File: src/rtl/shift_add_mult4_pkg.sv
// Shared definitions for the shift-and-add multiplier: default operand width
// and the controller state encoding.
package shift_add_mult4_pkg;

  localparam int DEF_WIDTH = 4;

  typedef enum logic [1:0] {
    ST_IDLE = 2'd0,
    ST_RUN  = 2'd1,
    ST_DONE = 2'd2
  } state_t;

endpackage

File: src/rtl/shift_add_mult4_if.sv
// Request/result bundle of the multiplier.
// Handshake: start is sampled on a rising edge only while busy=0; done is a
// one-cycle pulse and product holds until the next done.
interface shift_add_mult4_if
  import shift_add_mult4_pkg::*;
#(
  parameter int W = DEF_WIDTH
);

  logic           start;
  logic [W-1:0]   a;
  logic [W-1:0]   b;
  logic           busy;
  logic           done;
  logic [2*W-1:0] product;

  modport master (output start, a, b, input busy, done, product);
  modport slave  (input start, a, b, output busy, done, product);

endinterface

File: src/rtl/shift_add_mult4_nibble_adder.sv
// Purely combinational ripple-carry adder used for the partial-product add.
module nibble_adder #(
  parameter int WIDTH = 4
) (
  input  logic [WIDTH-1:0] i_x,
  input  logic [WIDTH-1:0] i_y,
  input  logic             i_cin,
  output logic [WIDTH-1:0] o_sum,
  output logic             o_cout
);

  logic [WIDTH:0] w_c;

  assign w_c[0] = i_cin;

  for (genvar i = 0; i < WIDTH; i++) begin : g_bit
    assign o_sum[i]   = i_x[i] ^ i_y[i] ^ w_c[i];
    assign w_c[i + 1] = (i_x[i] & i_y[i]) | (w_c[i] & (i_x[i] ^ i_y[i]));
  end

  assign o_cout = w_c[WIDTH];

endmodule

File: src/rtl/shift_add_mult4.sv
// Sequential unsigned WIDTH x WIDTH multiplier: one conditional add and one
// right shift of {acc,q} per clock, WIDTH iterations per product.
module shift_add_mult4
  import shift_add_mult4_pkg::*;
#(
  parameter int WIDTH = DEF_WIDTH
) (
  input  logic                  clk,
  input  logic                  rst,
  shift_add_mult4_if.slave      bus,
  output state_t                o_state
);

  localparam int CW = (WIDTH > 1) ? $clog2(WIDTH) : 1;

  state_t               r_state;
  state_t               w_next;
  logic [WIDTH-1:0]     r_acc;
  logic [WIDTH-1:0]     r_q;
  logic [WIDTH-1:0]     r_mcand;
  logic [CW-1:0]        r_count;
  logic [2*WIDTH-1:0]   r_product;

  logic                 w_load;
  logic                 w_step;
  logic                 w_last;
  logic [WIDTH-1:0]     w_sum;
  logic                 w_cout;
  logic [WIDTH-1:0]     w_pp_sum;
  logic                 w_pp_c;
  logic [2*WIDTH-1:0]   w_shifted;

  nibble_adder #(.WIDTH(WIDTH)) u_add (
    .i_x    (r_acc),
    .i_y    (r_mcand),
    .i_cin  (1'b0),
    .o_sum  (w_sum),
    .o_cout (w_cout)
  );

  // The carry-out is shifted into the top of acc so no product bit is lost.
  assign w_pp_sum  = r_q[0] ? w_sum : r_acc;
  assign w_pp_c    = r_q[0] & w_cout;
  assign w_shifted = {w_pp_c, w_pp_sum, r_q[WIDTH-1:1]};
  assign w_last    = (r_count == CW'(WIDTH - 1));

  always_ff @(posedge clk or posedge rst) begin
    if (rst) r_state <= ST_IDLE;
    else     r_state <= w_next;
  end

  always_comb begin
    w_next = r_state;
    w_load = 1'b0;
    w_step = 1'b0;
    case (r_state)
      ST_IDLE: begin
        if (bus.start) begin
          w_load = 1'b1;
          w_next = ST_RUN;
        end
      end
      ST_RUN: begin
        w_step = 1'b1;
        if (w_last) w_next = ST_DONE;
      end
      ST_DONE: begin
        // A new request is taken here directly so back-to-back products
        // need no idle cycle in between.
        if (bus.start) begin
          w_load = 1'b1;
          w_next = ST_RUN;
        end else begin
          w_next = ST_IDLE;
        end
      end
      default: w_next = ST_IDLE;
    endcase
  end

  always_ff @(posedge clk or posedge rst) begin
    if (rst) begin
      r_acc     <= '0;
      r_q       <= '0;
      r_mcand   <= '0;
      r_count   <= '0;
      r_product <= '0;
    end else if (w_load) begin
      r_mcand <= bus.a;
      r_q     <= bus.b;
      r_acc   <= '0;
      r_count <= '0;
    end else if (w_step) begin
      {r_acc, r_q} <= w_shifted;
      r_count      <= r_count + CW'(1);
      if (w_last) r_product <= w_shifted;
    end
  end

  assign bus.busy    = (r_state == ST_RUN);
  assign bus.done    = (r_state == ST_DONE);
  assign bus.product = r_product;
  assign o_state     = r_state;

endmodule

File: src/flat_wrapper.sv
// flat-port wrapper written by rule: the top's interface ports become plain ports
module shift_add_mult4_flat import shift_add_mult4_pkg::*;
#(
  parameter int WIDTH = DEF_WIDTH
)
  (clk, rst, o_state, bus_start, bus_a, bus_b, bus_busy, bus_done, bus_product);
  shift_add_mult4_if #(.W(4)) bus_i ();
  input  logic clk;
  input  logic rst;
  output state_t o_state;
  input wire logic [$bits(bus_i.start)-1:0] bus_start;
  input wire logic [$bits(bus_i.a)-1:0] bus_a;
  input wire logic [$bits(bus_i.b)-1:0] bus_b;
  output wire logic [$bits(bus_i.busy)-1:0] bus_busy;
  output wire logic [$bits(bus_i.done)-1:0] bus_done;
  output wire logic [$bits(bus_i.product)-1:0] bus_product;
  assign bus_i.start = bus_start;
  assign bus_i.a = bus_a;
  assign bus_i.b = bus_b;
  assign bus_busy = bus_i.busy;
  assign bus_done = bus_i.done;
  assign bus_product = bus_i.product;
  shift_add_mult4 #(.WIDTH(WIDTH)) u_core (.clk(clk), .rst(rst), .bus(bus_i), .o_state(o_state));
endmodule
File: config.mk
export PLATFORM = sky130hd
export DESIGN_NAME = shift_add_mult4_flat
export DESIGN_NICKNAME = d
export VERILOG_FILES = /design/src/rtl/shift_add_mult4_pkg.sv /design/src/rtl/shift_add_mult4_if.sv /design/src/rtl/shift_add_mult4_nibble_adder.sv /design/src/rtl/shift_add_mult4.sv /design/src/flat_wrapper.sv
export SDC_FILE = /design/constraint.sdc
export NUM_CORES = 1
export LEC_CHECK = 0
export BUFFER_PORTS_ARGS = -buffer_cell sky130_fd_sc_hd__buf_4
export CORE_MARGIN = 2
export CORE_UTILIZATION = 56
export CTS_CLUSTER_DIAMETER = 80
export CTS_CLUSTER_SIZE = 24
export DETAILED_ROUTE_END_ITERATION = 10
export HOLD_SLACK_MARGIN = 0.02
export PLACE_DENSITY = 0.92
export RECOVER_POWER = 50
export REMOVE_ABC_BUFFERS = 1
export SYNTH_ARGS = -nofsm -noshare
export SYNTH_HDL_FRONTEND = slang
export SYNTH_HIERARCHICAL = 1
export SYNTH_SLANG_ARGS = --single-unit
File: constraint.sdc
create_clock -name clk -period 5.58 [get_ports clk]
set_input_delay 0.279 -clock clk [delete_from_list [all_inputs] [get_ports clk]]
set_output_delay 0.279 -clock clk [all_outputs]
set_load 0.01 [all_outputs]
==> out/metrics.cfg <==
[synth]
avgSynthCellArea_sq_um = 12.7
ys.warnings.count = 6
asyncSetResetFlopFracSynth_pct = 100
netlist_top_cells_count = dfrtp_1, inv_1, mux2_2
netlist_instances = 89
synth_edf_count = 0
flip_flop_and_latch_count_after_synthesis = 24
netlist_top_cells_area = dfrtp_1, mux2_2, fa_1
most_used_flip_flop_cell_after_synthesis = dfrtp_1
syn-cell-area_sq_um = 1130
netlist.area_leader.share_pct = 53.3
post-synth-top-count-cell = dfrtp_1
synth.largest_area_cell = dfrtp_1
synth_cell_types = 24
yosysSeqAreaShare_pct = 53.3

[worst_hold_path]
hold_path_class = primary input to async pin

[detailed_routing]
antenna_nets_post_route = 0
drt-vias-per-instance = 5.10
wirelength_mm = 1.91
routedWlPerCell_microns = 13.8
number_of_drc_markers_in_iteration_0 = 7
drc = 0
drt-pass1-iter-count = 3
num_vias = 704

[setup_path]
critical_path.endpoint = u_core/r_acc[2]
crit_chain = fa_1 -> inv_1 -> fa_1 -> inv_1 -> fa_1 -> inv_1 -> fa_1 -> inv_1 -> mux2i_1 -> o2bb2ai_1
top_cell_family_by_delay_on_the_critical_path = adder cells
cp_data_required_time_ns = 5.81
slowest_delay_ns = 0.43
timing.critical_path.from = u_core/r_acc[0]
critPathMaxFanout = 3
r2r.worst_path.cells = 10
timing.setup.critical_path_class = flip-flop to flip-flop
reg2reg_from = u_core/r_acc[0]
worst-path-buf-inv = 4
r2r_slack_ns = 3.17
cp.arrival_ns = 2.64
timing.critical_path.from_type = flip-flop
crit_path_end_kind = flip-flop
worst-path-stages = 10
critical_path.slowest_cell = dfrtp_1
critical_path.reg2reg.endpoint = u_core/r_acc[2]

[global_route]
grt_overflow_total = 0
first_global_vias = 721
grt_max_degree = 25
wire_length_of_the_first_global_routing_pass_mm = 3.21
antenna_violations_before_repair = 0
grt_use_total_pct = 18.1

[flow_run]
maxCapViolCount = 0

[cells_and_area]
final_nets = 128
layout-drive-gt1-share_pct = 28.8
synthesis_to_finish_area_growth_pct = 16.0
n_antenna_cell = 0
layout_filler_cell_count = 165
fin_util_pct = 68.0

[placed_design]
post-place-ws_ns = 3.24
place_congestion = 0.823
port_buffers = 22
detailed_place_hpwl_mm = 1.44

[sta]
setup_total_negative_slack_ns = 0
max_freq_ghz = 0.415
timing.final.max_slew_violations = 0
finalCriticalPeriod_ns = 2.41
number_of_setup_violations_in_the_final_report = 0
hold_slack_ns = 0.140
worst-slew-pin-transition_ns = 1.10
timing.final.crit_share_pct = 43.1
rsz_0062_raised_after_global_routing = false
post-route-worst-setup-slack_ns = 3.17
timing.final.hold_violations = 0
slew-limit-headroom_pct = 26.7
final.setup_skew_ns = 0.00475

[pwr]
worst_ir_drop_vdd_v = 0.000368
power_leakage_nw = 0.659
power.density_cell_area_nw_per_um2 = 579

[die]
dieWidth_microns = 48.9
design.die.area_sq_um = 2390
core-area_sq_um = 1920
initial_core_util_pct = 58.7
die-height_microns = 48.9
pin_count = 23
floorplan.rows = 16

[cts]
cts_setup_buffers = 0
htree_levels = 1
tritoncts_buffers = 3
cts.repair.resized = 0
tritoncts = yes
postCtsHoldBufs = 0
clock_insertion_delay_worst_skew_ns = 0.31
cts_buffer_depth = 2
cts.clk_slew.worst_paths_ns = 0.12
cts.sink_count = 24
cts_root_buf = clkbuf_4

[run_status]
outcome = complete, no violations

-- metal layers --
metal  up-vias  part of all wire (%)  global-route usage (%)  wire, microns
met5         -                     0                       0              0
met4         0                   1.7                    10.0             33
met3         4                   4.5                    2.76             86
met2        20                    50                    31.1            962
met1       343                    43                    21.9            827
li1        337                     -                       -              -
-- flip-flops by register name, summed over array words and instances (netlist names) --
signal,count
u_core/bus.product,8
u_core/r_acc,4
u_core/r_mcand,4
u_core/r_q,4
u_core/o_state,2
u_core/r_count,2
-- cells in the final DEF (no fill, tap or decap), types with 3 or more instances in the layout --
cell type / netlist / final
o21ai_0: 5 / 5
mux2_2: 8 / 8
a21o_1: 3 / 3
clkbuf_1: 0 / 6
inv_1: 12 / 12
clkbuf_4: 0 / 4
a22o_1: 3 / 3
buf_4: 0 / 15
nand2_1: 6 / 6
fa_1: 4 / 4
o2bb2ai_1: 4 / 4
mux2i_1: 4 / 4
dfrtp_1: 24 / 24
-- through the flow --
stage	instances	total power [mW]	cell area [sq um]
final	138	0.757	1310
after global routing	138	0.817	1310
after CTS	138	0.779	1330
after detailed placement	134	0.691	1290
after global placement	134	0.661	1290
after floorplan	85	0.561	1090
-- report_power, final --
group | switching (mW) | internal [mW] | total [mW]
clock | 0.0488 | 0.0399 | 0.0887
sequential | 0.0583 | 0.253 | 0.311
combinational | 0.186 | 0.171 | 0.357
total | 0.293 | 0.464 | 0.757
-- layout make-up --
cell class | instances | area (sq um) | area share (%)
well taps | 27 | 33.8 | 2.58
clock buffers | 4 | 36.3 | 2.78
repair buffers | 22 | 143 | 10.9
inverters | 13 | 56.3 | 4.31
flip-flops and latches | 24 | 601 | 45.9
multi-input cells | 48 | 438 | 33.5
-- worst min-delay path by stage --
stage,start,end,slack [ns],cells after the start
after global routing,bus_a[3],u_core/r_mcand[3],0.17,2
final,rst,u_core/o_state[1],0.14,2
after detailed placement,u_core/bus.product[3],u_core/bus.product[3],0.47,2
after floorplan,rst,u_core/bus.product[0],0.29,1
after CTS,rst,u_core/r_mcand[0],0.16,2
after global placement,u_core/bus.product[5],u_core/bus.product[5],0.46,2
-- logic make-up after synthesis --
| family | share of synthesized area (%) |
|---|---|
| buffers and inverters | 7.88 |
| other | 0.333 |
| AO/OA/AOI/OAI | 12.1 |
| AND/OR/NAND/NOR | 6.66 |
| flip-flops | 53.3 |
| multiplexers | 11.5 |
| adder cells (fa/ha/maj) | 8.21 |
-- worst register-to-register path: cells and delay by family (launching register included) --
family / cells / cell delay [ns]
multiplexers: 1 / 0.08
flip-flops: 1 / 0.43
buffers and inverters: 4 / 0.30
adder cells (fa/ha/maj): 4 / 1.37
AO/OA/AOI/OAI: 1 / 0.16
Note: power is estimated with default switching activity, not from simulation.
